`config.mk`:
```
export PLATFORM = sky130hd
export DESIGN_NAME = ospfb_capture_ctrl
export DESIGN_NICKNAME = d
export VERILOG_FILES = /design/src/rtl/ospfb_capture_ctrl_pkg.sv /design/src/rtl/ospfb_capture_ctrl_axis_frame_checker.sv /design/src/rtl/ospfb_capture_ctrl.sv
export SDC_FILE = /design/constraint.sdc
export NUM_CORES = 1
export LEC_CHECK = 0
export CAP_MARGIN = 20
export CORE_MARGIN = 2
export CORE_UTILIZATION = 44
export CTS_BUF_LIST = sky130_fd_sc_hd__clkbuf_8
export CTS_CLUSTER_SIZE = 24
export DETAILED_ROUTE_END_ITERATION = 6
export PLACE_DENSITY_LB_ADDON = 0.25
export SYNTH_ARGS = -nofsm -noshare
export SYNTH_HDL_FRONTEND = slang
export SYNTH_HIERARCHICAL = 1
export SYNTH_SLANG_ARGS = --single-unit
```
`constraint.sdc`:
```
create_clock -name clk -period 8.9 [get_ports clk]
set_clock_uncertainty 0.1 [all_clocks]
set_input_delay 0.89 -clock clk [delete_from_list [all_inputs] [get_ports clk]]
set_output_delay 0.89 -clock clk [all_outputs]
set_load 0.1 [all_outputs]
```
`src/rtl/ospfb_capture_ctrl_pkg.sv`:
```
// Shared types and constants for the OSPFB capture run controller.
// Status bit positions are named so software headers and RTL stay in step.
package ospfb_capture_ctrl_pkg;

    typedef enum logic [2:0] {
        IDLE,
        ARMED,
        CAPTURE,
        DONE,
        ERROR
    } cap_state_t;

    localparam int STAT_TIMEOUT       = 0;
    localparam int STAT_EARLY_TLAST   = 1;
    localparam int STAT_MISSING_TLAST = 2;
    localparam int STAT_FFT_OVF       = 3;
    localparam int STAT_TLAST_EVT     = 4;
    localparam int STAT_CFG           = 5;
    localparam int STAT_W             = 6;

    // Counter width able to hold 0..n-1, never narrower than one bit.
    function automatic int ctr_width(input int n);
        return (n <= 2) ? 1 : $clog2(n);
    endfunction

endpackage

```
`src/rtl/ospfb_capture_ctrl_axis_frame_checker.sv`:
```
// Beat counter and framing checker for an AXIS stream carrying fixed-length frames.
// Reports frame ends plus early-tlast and missing-tlast violations on the offending beat.
module axis_frame_checker
    import ospfb_capture_ctrl_pkg::*;
#(
    parameter int BPF = 32
) (
    input  logic clk,
    input  logic rstn,
    input  logic hs,
    input  logic tlast,
    output logic frame_end,
    output logic early_tlast,
    output logic missing_tlast
);

    localparam int CW = ctr_width(BPF);

    logic [CW-1:0] beat_cnt;
    logic          last_beat;

    assign last_beat     = (beat_cnt == CW'(BPF - 1));
    assign frame_end     = hs & tlast;
    assign early_tlast   = hs & tlast & ~last_beat;
    assign missing_tlast = hs & ~tlast & last_beat;

    // A tlast always realigns the counter, so one bad frame does not poison the next.
    always_ff @(posedge clk or negedge rstn) begin
        if (!rstn) begin
            beat_cnt <= '0;
        end else if (hs) begin
            if (tlast || last_beat) begin
                beat_cnt <= '0;
            end else begin
                beat_cnt <= beat_cnt + 1'b1;
            end
        end
    end

endmodule

```
`src/rtl/ospfb_capture_ctrl.sv`:
```
// Run controller gating whole FFT frames from the OSPFB stream into the capture buffer.
// Outside a capture window the OSPFB is kept drained so it never back-pressures upstream.
module ospfb_capture_ctrl
    import ospfb_capture_ctrl_pkg::*;
#(
    parameter int SAMP_PER_CLK = 2,
    parameter int FFT_LEN      = 64,
    parameter int DATA_W       = 64,
    parameter int TUSER_W      = 16,
    parameter int FRM_W        = 16,
    parameter int TIMEOUT_CYC  = 4096
) (
    input  logic               clk,
    input  logic               rstn,
    input  logic               start,
    input  logic               abort,
    input  logic [FRM_W-1:0]   num_frames,
    input  logic [DATA_W-1:0]  s_axis_tdata,
    input  logic [TUSER_W-1:0] s_axis_tuser,
    input  logic               s_axis_tvalid,
    input  logic               s_axis_tlast,
    output logic               s_axis_tready,
    output logic [DATA_W-1:0]  m_axis_tdata,
    output logic [TUSER_W-1:0] m_axis_tuser,
    output logic               m_axis_tvalid,
    output logic               m_axis_tlast,
    input  logic               m_axis_tready,
    input  logic [1:0]         event_fft_overflow,
    input  logic [1:0]         event_tlast_unexpected,
    input  logic [1:0]         event_tlast_missing,
    output logic               busy,
    output logic               done,
    output logic               err,
    output logic [STAT_W-1:0]  status,
    output logic [FRM_W-1:0]   frames_captured
);

    localparam int BPF = FFT_LEN / SAMP_PER_CLK;
    localparam int TW  = ctr_width(TIMEOUT_CYC);

    cap_state_t        state;
    cap_state_t        nxt_state;
    logic [STAT_W-1:0] nxt_status;
    logic [FRM_W-1:0]  n_target;
    logic [FRM_W-1:0]  nxt_n;
    logic [FRM_W-1:0]  nxt_frames;
    logic [FRM_W-1:0]  frames_inc;
    logic [TW-1:0]     tmo_cnt;
    logic [TW-1:0]     nxt_tmo;
    logic              capturing;
    logic              hs;
    logic              frame_end;
    logic              early_tlast;
    logic              missing_tlast;

    // Data rides through unconditionally; only tvalid and tready are gated by state.
    assign capturing     = (state == CAPTURE);
    assign s_axis_tready = capturing ? m_axis_tready : 1'b1;
    assign m_axis_tvalid = capturing & s_axis_tvalid;
    assign m_axis_tdata  = s_axis_tdata;
    assign m_axis_tuser  = s_axis_tuser;
    assign m_axis_tlast  = s_axis_tlast;
    assign hs            = s_axis_tvalid & s_axis_tready;
    assign frames_inc    = frames_captured + 1'b1;

    axis_frame_checker #(
        .BPF (BPF)
    ) u_checker (
        .clk           (clk),
        .rstn          (rstn),
        .hs            (hs),
        .tlast         (s_axis_tlast),
        .frame_end     (frame_end),
        .early_tlast   (early_tlast),
        .missing_tlast (missing_tlast)
    );

    always_comb begin
        nxt_state  = state;
        nxt_status = status;
        nxt_frames = frames_captured;
        nxt_n      = n_target;
        nxt_tmo    = '0;

        unique case (state)
            IDLE, DONE, ERROR: begin
                if (start) begin
                    if (num_frames != '0) begin
                        nxt_status = '0;
                        nxt_frames = '0;
                        nxt_n      = num_frames;
                        nxt_state  = ARMED;
                    end else begin
                        nxt_status[STAT_CFG] = 1'b1;
                        nxt_state            = ERROR;
                    end
                end
            end
            ARMED: begin
                if (frame_end) begin
                    nxt_state = CAPTURE;
                end else if (tmo_cnt == TW'(TIMEOUT_CYC - 1)) begin
                    nxt_status[STAT_TIMEOUT] = 1'b1;
                    nxt_state                = ERROR;
                end else begin
                    nxt_tmo = tmo_cnt + 1'b1;
                end
            end
            CAPTURE: begin
                if (early_tlast) begin
                    nxt_status[STAT_EARLY_TLAST] = 1'b1;
                    nxt_state                    = ERROR;
                end else if (missing_tlast) begin
                    nxt_status[STAT_MISSING_TLAST] = 1'b1;
                    nxt_state                      = ERROR;
                end else if (frame_end) begin
                    nxt_frames = frames_inc;
                    if (frames_inc == n_target) begin
                        nxt_state = DONE;
                    end
                end
            end
            default: nxt_state = IDLE;
        endcase

        // Abort wins over everything but keeps the last run's results visible.
        if (abort) begin
            nxt_state  = IDLE;
            nxt_status = status;
            nxt_frames = frames_captured;
            nxt_n      = n_target;
        end

        if (busy && (|event_fft_overflow)) begin
            nxt_status[STAT_FFT_OVF] = 1'b1;
        end
        if ((|event_tlast_unexpected) || (|event_tlast_missing)) begin
            nxt_status[STAT_TLAST_EVT] = 1'b1;
        end
    end

    always_ff @(posedge clk or negedge rstn) begin
        if (!rstn) begin
            state           <= IDLE;
            busy            <= 1'b0;
            done            <= 1'b0;
            err             <= 1'b0;
            status          <= '0;
            frames_captured <= '0;
            n_target        <= '0;
            tmo_cnt         <= '0;
        end else begin
            state           <= nxt_state;
            busy            <= (nxt_state == ARMED) || (nxt_state == CAPTURE);
            done            <= (nxt_state == DONE);
            err             <= (nxt_state == ERROR);
            status          <= nxt_status;
            frames_captured <= nxt_frames;
            n_target        <= nxt_n;
            tmo_cnt         <= nxt_tmo;
        end
    end

endmodule

```
==> results.sh, run 1 <==
export IMPL_syn_cell_area_um2=4080
export IMPL_syn2layout_area_growth_pct=4.75
export IMPL_fin_crit_sh_pct=41.7
export IMPL_dieArea_um2=10100
export IMPL_critPathKind="input port to flip-flop"
export IMPL_gp_congestion=0.899
export IMPL_crit_family="simple AND/OR/NAND/NOR gates"
export IMPL_ant_nets=0
export IMPL_p_leak_nw=1.84
export IMPL_slew_headroom_pct=33.8
export IMPL_r2r_slack_ps=5320
export IMPL_dp_hpwl_um=6160
export IMPL_cp_slowest_cell="nand4_1"
export IMPL_p_per_area_nw_per_um2=168
export IMPL_drive_above_1_share_pct=7.94
export IMPL_setup_tns_ps=0
export IMPL_max_cap_violations=0
export IMPL_synth_area_per_cell_um2=8.72
export IMPL_core_um2=9110
export IMPL_grt_pass1_vias=2908
export IMPL_cp_end_kind="flip-flop"
export IMPL_crit_top_cell="and2_1"
export IMPL_synth_edff_count=0
export IMPL_crit_required_ps=9040
export IMPL_cts_resized_gates=0
export IMPL_dp_cells=536
export IMPL_die_y_um=100
export IMPL_drc_errors=0
export IMPL_ir_drop_mv=0.119
export IMPL_max_freq_mhz=269
export IMPL_slew_violations=0
export IMPL_status="finished clean"
export IMPL_fp_dieW_um=100
export IMPL_grt_first_pass_wirelength_um=14100
export IMPL_fin_util_pct=47.0
export IMPL_cts_tree="done"
export IMPL_track_usage_pct=17.7
export IMPL_syn_nets=581
export IMPL_ys_seq_area_share_pct=37.4
export IMPL_cts_root_buf="clkbuf_8"
export IMPL_io_pins=217
export IMPL_synth_seq_cells=61
export IMPL_slowest_delay_ps=540
export IMPL_dr_pass1_iters=4
export IMPL_start_kind="input port"
export IMPL_cp_max_fo=14
export IMPL_clockBufferDepth=2
export IMPL_cts_made_buffers=9
export IMPL_synth_warnings=6
export IMPL_grt_ovfl_total=0
export IMPL_io_buffers=56
export IMPL_synth_cell_types=56
export IMPL_start_util_pct=44.8
export IMPL_final_common_cell="nand2_1"
export IMPL_rows=35
export IMPL_cp_arrival_ps=3850
export IMPL_hold_viol=0
export IMPL_vias_per_cell=5.46
export IMPL_cts_clk_slew_worst_paths_ps=70
export IMPL_finalNonFillerCells=552
export IMPL_drtIter0Drc=134
export IMPL_fin_nets=549
export IMPL_drt_wl_total_um=8350
export IMPL_h_tree_depth=3
export IMPL_wl_per_cell_um=15.1
export IMPL_nFillCells=894
export IMPL_synth_flop_cell="dfrtp_1"
export IMPL_async_reset_ff_share_pct=100
export IMPL_hp_class="flip-flop to flip-flop"
export IMPL_cts_setup_buffers=0
export IMPL_grt_max_degree=62
export IMPL_worstMarginPinSlew_ps=990
export IMPL_vias=3015
export IMPL_rsz0062_at_grt="no"
export IMPL_antenna_found_initial=0
export IMPL_path_buf_inv=1
export IMPL_clkSinkCount=61
export IMPL_insertion_delay_ps=340
export IMPL_fin_crit_ps=3710
export IMPL_holdBufCountCts=0
export IMPL_crit_path_cell_trace="clkdlybuf4s50_1 -> nand2b_1 -> and2_1 -> and2_1 -> and2b_2 -> nor2_1 -> nand4_1 -> or2_2 -> o31ai_1"
export IMPL_setup_viol=0
export IMPL_syn_inst=468
export IMPL_hold_slack_ps=370
export IMPL_final_cell_mix="62 x nand2_1, 61 x dfrtp_1, 55 x clkdlybuf4s50_1, 42 x nor2_1, 27 x o21ai_0"
export IMPL_n_antenna_cell=0
==> cells by family (layout without fill, tap and decap cells) <==
kind of cell | count (synthesis) | in the layout | share of synthesized area [%]
and+or+nand+nor | 182 | 182 | 22.1
buffers and inverters | 111 | 84 | 18.5
AOI/OAI and AO/OA | 72 | 72 | 12.5
DFF | 61 | 61 | 37.4
xor gates and xnor gates | 34 | 34 | 7.29
adders and majority gates | 4 | 4 | 1.23
muxes | 4 | 4 | 0.981
==> per-stage QoR <==
stage / cell area, um2 / power, mW / setup slack [ps]
after floorplan: 4080 / 0.590 / 5060
after global placement: 4070 / 0.465 / 4980
after detailed placement: 4070 / 0.466 / 4840
after CTS: 4280 / 0.727 / 5200
after global routing: 4280 / 0.753 / 4870
final: 4280 / 0.717 / 5190
==> sequential cells by signal, indices dropped and copies added (netlist names) <==
name and count:
frames_captured 16, state 3, status 6, busy 1
done 1, u_checker/beat_cnt 5, err 1, n_target 16
tmo_cnt 12
==> routing by layer <==
layer	share of wire, %	track usage [%]	up-vias	routed length [um]
met5	0	0	-	0
met4	1.6	6.11	0	131
met3	6.9	5.78	19	575
met2	47	27.3	111	3900
met1	45	23.4	1437	3740
li1	-	-	1448	-
==> area by class of cell <==
class                           instances  area (um2)  area share (%)
Multi-Input combinational cell        296        1800            42.1
Sequential cell                        61        1530            35.7
Timing Repair Buffer                   57         563            13.2
Tap cell                              111         139            3.25
Clock buffer                            9         124            2.90
Clock inverter                          7        82.6            1.93
Inverter                               11        41.3           0.965
==> worst register-to-register path, stage by stage (launching register included) <==
cell and delay, ps:
dfrtp_1 480, nor3b_4 360, nand2b_1 100, and2_1 270
and2_1 310, and2b_2 270, nor2_1 330, nand4_1 540
or2_2 500, o31ai_1 220
==> cells in the mapped netlist (2+ instances only) <==
cell,count,area (um2)
or2_2,2,12.5
inv_1,11,41.3
nand2b_1,5,31.3
nand4_1,9,56.3
a31o_2,2,17.5
and2_1,8,50.1
nor3b_1,2,15.0
buf_4,84,631
a21o_1,2,15.0
buf_2,7,35.0
xnor2_1,21,184
and4_4,2,22.5
clkbuf_1,7,26.3
o2111a_1,2,22.5
nor4_1,6,37.5
nor2_1,42,158
and3_1,11,68.8
a22oi_1,2,15.0
nor2b_1,2,12.5
a21oi_1,15,75.1
dfrtp_1,61,1530
or2b_1,2,15.0
o21ai_0,27,135
nor3_1,4,20.0
mux2i_1,4,40.0
a22o_1,2,17.5
nand2_1,62,233
nand3_1,15,75.1
ha_1,4,50.1
xor2_1,13,114
o221a_2,2,22.5
buf_6,2,22.5
o31ai_1,5,37.5
==> path summary, 6_finish.rpt <==
check,from,endpoint,depth (start not counted)
max in group asynchronous,rstn,state[2],2
worst min register to register,status[3],status[3],2
min in group asynchronous,rstn,frames_captured[14],2
worst max register to register,state[1],frames_captured[12],9
worst max-delay path,m_axis_tready,frames_captured[12],9
worst min-delay path,status[3],status[3],2
==> where the power goes <==
| part | switching [mW] | internal, mW | leakage (nW) | total [mW] |
|---|---|---|---|---|
| logic | 0.0865 | 0.0541 | 0.917 | 0.141 |
| registers | 0.0193 | 0.300 | 0.811 | 0.319 |
| clock network | 0.104 | 0.154 | 0.115 | 0.258 |
Note: power is estimated with default switching activity, not from simulation.
==> inputs of run 2 (changes only) <==
Settings changed: CORE_UTILIZATION 44 to 37.
Clock period 8.9 ns to 3.2 ns, I/O delays scaled along.
==> results.sh, run 2 (same netlist as run 1, synthesis figures left out) <==
export IMPL_io_buffers=56
export IMPL_ant_nets=0
export IMPL_dp_hpwl_um=6640
export IMPL_dieArea_um2=11900
export IMPL_cts_setup_buffers=0
export IMPL_hold_viol=0
export IMPL_drt_wl_total_um=8790
export IMPL_hp_class="flip-flop to flip-flop"
export IMPL_drc_errors=0
export IMPL_fin_crit_sh_pct=89.8
export IMPL_placed_area_um2=4150
export IMPL_critPathKind="flip-flop to flip-flop"
export IMPL_cts_tree="done"
export IMPL_status="finished clean"
export IMPL_cp_arrival_ps=2990
export IMPL_drive_above_1_share_pct=14.4
export IMPL_clkSinkCount=61
export IMPL_cp_max_fo=8
export IMPL_grt_ovfl_total=0
export IMPL_slew_violations=0
export IMPL_setup_viol=0
export IMPL_p_sw_uw=578
export IMPL_cp_end_kind="flip-flop"
export IMPL_setup_tns_ps=0
export IMPL_fin_ws_ps=327
export IMPL_track_usage_pct=15.7
export IMPL_final_cell_mix="62 x nand2_1, 61 x dfrtp_1, 42 x nor2_1, 36 x clkdlybuf4s50_1, 31 x buf_4"
export IMPL_ff_latch_area_um2=1530
export IMPL_fin_area_um2=4340
export IMPL_gp_congestion=0.861
export IMPL_clockBufferDepth=2
export IMPL_p_int_mw=1.33
export IMPL_rsz0062_at_grt="no"
export IMPL_p_leak_nw=1.93
export IMPL_io_pins=217
export IMPL_fp_dieW_um=109
export IMPL_p_per_area_nw_per_um2=439
export IMPL_grt_max_degree=32
export IMPL_dp_slack_ps=303
export IMPL_drtIter0Drc=118
export IMPL_core_um2=10800
export IMPL_max_freq_mhz=348
export IMPL_nFillCells=1061
export IMPL_finalPower_mw=1.90
export IMPL_vias=2965
export IMPL_antenna_found_initial=0
export IMPL_ir_drop_mv=0.143
export IMPL_start_kind="flip-flop"
export IMPL_power_share_sequential_pct=46.5
export IMPL_n_antenna_cell=0
export IMPL_multiInputGateArea_um2=1810
export IMPL_cts_made_buffers=9
export IMPL_insertion_delay_ps=330
export IMPL_crit_required_ps=3320
export IMPL_start_util_pct=37.8
export IMPL_worstMarginPinSlew_ps=986
export IMPL_slew_headroom_pct=34.1
export IMPL_clkPwrFrac_pct=32.2
export IMPL_grt_first_pass_wirelength_um=14500
export IMPL_wl_per_cell_um=14.8
export IMPL_grt_pass1_vias=2858
export IMPL_reg_top3="frames_captured x16, n_target x16, tmo_cnt x12"
export IMPL_h_tree_depth=3
export IMPL_vias_per_cell=5.01
export IMPL_p_comb_share_pct=21.3
export IMPL_cts_root_buf="clkbuf_8"
export IMPL_max_cap_violations=0
export IMPL_dr_pass1_iters=4
export IMPL_final_common_cell="nand2_1"
export IMPL_die_y_um=109
export IMPL_syn2layout_area_growth_pct=6.22
export IMPL_fin_crit_ps=2870
export IMPL_fin_nets=561
export IMPL_rows=38
export IMPL_cts_clk_slew_worst_paths_ps=70
export IMPL_sw_frac_of_total_pct=30.3
==> run 2: cell types whose count changed in the layout (fill, tap and decap cells not counted), sizes merged <==
cell,delta
clkdlybuf4s50,-19
bufinv,-2
dlygate4sd3,+1
clkbuf,+3
buf,+30
clkinv,-2
==> run 2: cell type report <==
type / count / share of cell area [%]
clock buffer: 12 / 3.81
clock inverter: 3 / 0.289
inverter: 11 / 0.952
multi-input combinational: 296 / 41.7
sequential: 61 / 35.2
tap: 140 / 4.04
timing repair buffer: 69 / 14.0
==> run 2: power by group through the flow <==
stage | sequential (mW) | combinational [mW] | clock [mW]
floorplan | 0.960 | 0.683 | 0
detailed placement | 0.899 | 0.409 | 0
global route | 0.893 | 0.447 | 0.684
CTS | 0.885 | 0.412 | 0.645
finish | 0.885 | 0.406 | 0.614
global placement | 0.898 | 0.407 | 0
==> run 2: path summary, 6_finish.rpt <==
kind                       cells after the start  slack [ps]                 end       from
min in group asynchronous                      2         460  frames_captured[6]       rstn
hold / removal                                 2         370           status[3]  status[3]
hold reg to reg                                2         370           status[3]  status[3]
setup reg to reg                              11         330                busy   state[2]
max in group asynchronous                      3        1770           status[0]       rstn
setup / recovery                              11         330                busy   state[2]
==> run 2: routing by layer <==
layer	wire, um	vias to the layer above	GRT usage (%)
li1	-	1463	-
met1	3940	1394	20.7
met2	4200	96	24.1
met3	558	12	5.86
met4	93	0	4.49
met5	0	-	0
==> run 2: worst max-delay path, cell delays in order, from the launching register on <==
cell and delay, ps:
dfrtp_1 490, nor3b_4 290, nand2b_4 70, and2_1 190, and2_1 170, and2b_2 220
nor2_1 120, nand3_1 110, a2111oi_0 390, o2111a_1 250, o2111ai_2 150, a21o_1 200
==> run 2: through the flow <==
stage / std cells / utilization, % / hold WS, ps
6_report: 592 / 40.2 / 373
3_5_place_dp: 576 / 38.4 / 299
4_1_cts: 592 / 40.2 / 381
2_1_floorplan: 468 / - / -75.6
5_1_grt: 592 / 40.2 / 401
3_3_place_gp: 576 / 38.4 / 300
==> run 2: timing repair <==
action,in CTS,in global routing
resized for setup,0,0
endpoints found under the hold margin,29,0
hold buffers,1,0
==> inputs of run 3 (changes only) <==
Settings changed: CORE_UTILIZATION 37 to 25, CTS_CLUSTER_DIAMETER set to 120.
==> results.sh, run 3 (same netlist as run 1, synthesis figures left out) <==
export IMPL_dp_slack_ps=246
export IMPL_status="finished clean"
export IMPL_setup_tns_ps=0
export IMPL_clkSinkCount=61
export IMPL_cp_arrival_ps=2970
export IMPL_finalNonFillerCells=668
export IMPL_fp_dieW_um=132
export IMPL_cp_end_kind="flip-flop"
export IMPL_vias=2973
export IMPL_track_usage_pct=11.4
export IMPL_clockBufferDepth=2
export IMPL_crit_path_cell_trace="nor3b_4 -> nand2b_4 -> and2_1 -> buf_4 -> and3b_2 -> nor2_1 -> nand3_1 -> a2111oi_1 -> o2111a_1 -> o2111ai_2 -> a21o_1"
export IMPL_fin_crit_sh_pct=88.9
export IMPL_grt_ovfl_total=0
export IMPL_rsz0062_at_grt="no"
export IMPL_start_kind="flip-flop"
export IMPL_cts_clk_slew_worst_paths_ps=70
export IMPL_drtIter0Drc=129
export IMPL_reg_top3="frames_captured x16, n_target x16, tmo_cnt x12"
export IMPL_critPathKind="flip-flop to flip-flop"
export IMPL_hp_class="flip-flop to flip-flop"
export IMPL_cts_setup_buffers=0
export IMPL_vias_per_cell=4.45
export IMPL_dp_hpwl_um=7460
export IMPL_slew_headroom_pct=35.2
export IMPL_ir_drop_mv=0.131
export IMPL_hold_slack_ps=385
export IMPL_start_util_pct=25.6
export IMPL_wl_per_cell_um=14.6
export IMPL_gp_congestion=0.766
export IMPL_cp_slowest_cell="dfrtp_1"
export IMPL_final_common_cell="nand2_1"
export IMPL_dr_pass1_iters=4
export IMPL_h_tree_depth=3
export IMPL_insertion_delay_ps=350
export IMPL_slowest_delay_ps=480
export IMPL_io_buffers=56
export IMPL_max_cap_violations=0
export IMPL_drc_errors=0
export IMPL_p_leak_nw=1.93
export IMPL_antenna_found_initial=0
export IMPL_rows=46
export IMPL_drive_above_1_share_pct=15.3
export IMPL_final_cell_mix="62 x nand2_1, 61 x dfrtp_1, 42 x nor2_1, 36 x buf_4, 31 x clkdlybuf4s50_1"
export IMPL_setup_viol=0
export IMPL_worstMarginPinSlew_ps=970
export IMPL_n_antenna_cell=0
export IMPL_slew_violations=0
export IMPL_fin_ws_ps=354
export IMPL_cts_made_buffers=9
export IMPL_grt_pass1_vias=3056
export IMPL_finalPower_mw=1.87
export IMPL_p_per_area_nw_per_um2=424
export IMPL_cp_max_fo=10
export IMPL_dp_cells=652
export IMPL_die_y_um=132
export IMPL_hold_viol=0
export IMPL_cts_tree="done"
export IMPL_ant_nets=0
export IMPL_drt_wl_total_um=9750
export IMPL_crit_required_ps=3330
export IMPL_dieArea_um2=17400
export IMPL_fin_crit_ps=2850
export IMPL_grt_first_pass_wirelength_um=16000
export IMPL_io_pins=217
export IMPL_core_um2=15900
export IMPL_syn2layout_area_growth_pct=7.81
export IMPL_cts_root_buf="clkbuf_8"
export IMPL_fin_nets=561
export IMPL_max_freq_mhz=351
export IMPL_grt_max_degree=32
==> run 3: cell count changes in the layout (fill, tap and decap cells not counted) <==
cell,previous run,this run
clkinv_2,1,2
buf_4,31,36
inv_1,13,14
a2111oi_1,0,1
a2111oi_0,1,0
clkbuf_8,12,10
clkdlybuf4s50_1,36,31
==> run 3: final cells by class <==
class	count	area, um2
Timing Repair Buffer	69	596
Sequential cell	61	1530
Multi-Input combinational cell	296	1810
Clock inverter	5	21.3
Clock buffer	10	138
Tap cell	216	270
Fill cell	1740	11500
Inverter	11	41.3
==> run 3: through the flow <==
stage | instance area [um2] | utilization (%)
floorplan | 4090 | -
global placement | 4230 | 26.5
detailed placement | 4230 | 26.5
CTS | 4400 | 27.6
global route | 4400 | 27.6
finish | 4400 | 27.6
==> run 3: final timing paths <==
kind	endpoint	slack, ps	start	cells past startpoint
worst max-delay path	busy	350	state[2]	11
worst min-delay path	tmo_cnt[0]	380	tmo_cnt[0]	1
worst max register to register	busy	350	state[2]	11
worst min register to register	tmo_cnt[0]	380	tmo_cnt[0]	1
max in group asynchronous	state[1]	1780	rstn	3
min in group asynchronous	frames_captured[14]	500	rstn	2
==> run 3: routing by layer <==
metal	up-vias	share of wire, %	GRT usage, %
li1	1458	-	-
met1	1412	45	14.5
met2	65	47	18.6
met3	38	5.2	2.81
met4	0	2.4	4.77
met5	-	0	0
==> run 3: where the power goes <==
group | switching (mW) | internal (mW)
Combinational | 0.249 | 0.158
Sequential | 0.0524 | 0.833
Clock | 0.289 | 0.286
==> run 3: critical path, delay by kind of cell (launching register included) <==
kind | cells | cell delay, ps
buffers and inverters | 1 | 170
flip-flops | 1 | 480
AO/OA/AOI/OAI | 4 | 980
AND/OR/NAND/NOR | 6 | 990
==> run 3: what timing repair did <==
| action | in CTS | in global routing |
|---|---|---|
| gates resized for setup | 0 | 1 |
| endpoints found under the setup margin | 0 | 1 |
| hold buffers | 1 | 0 |
| endpoints found under the hold margin | 29 | 0 |
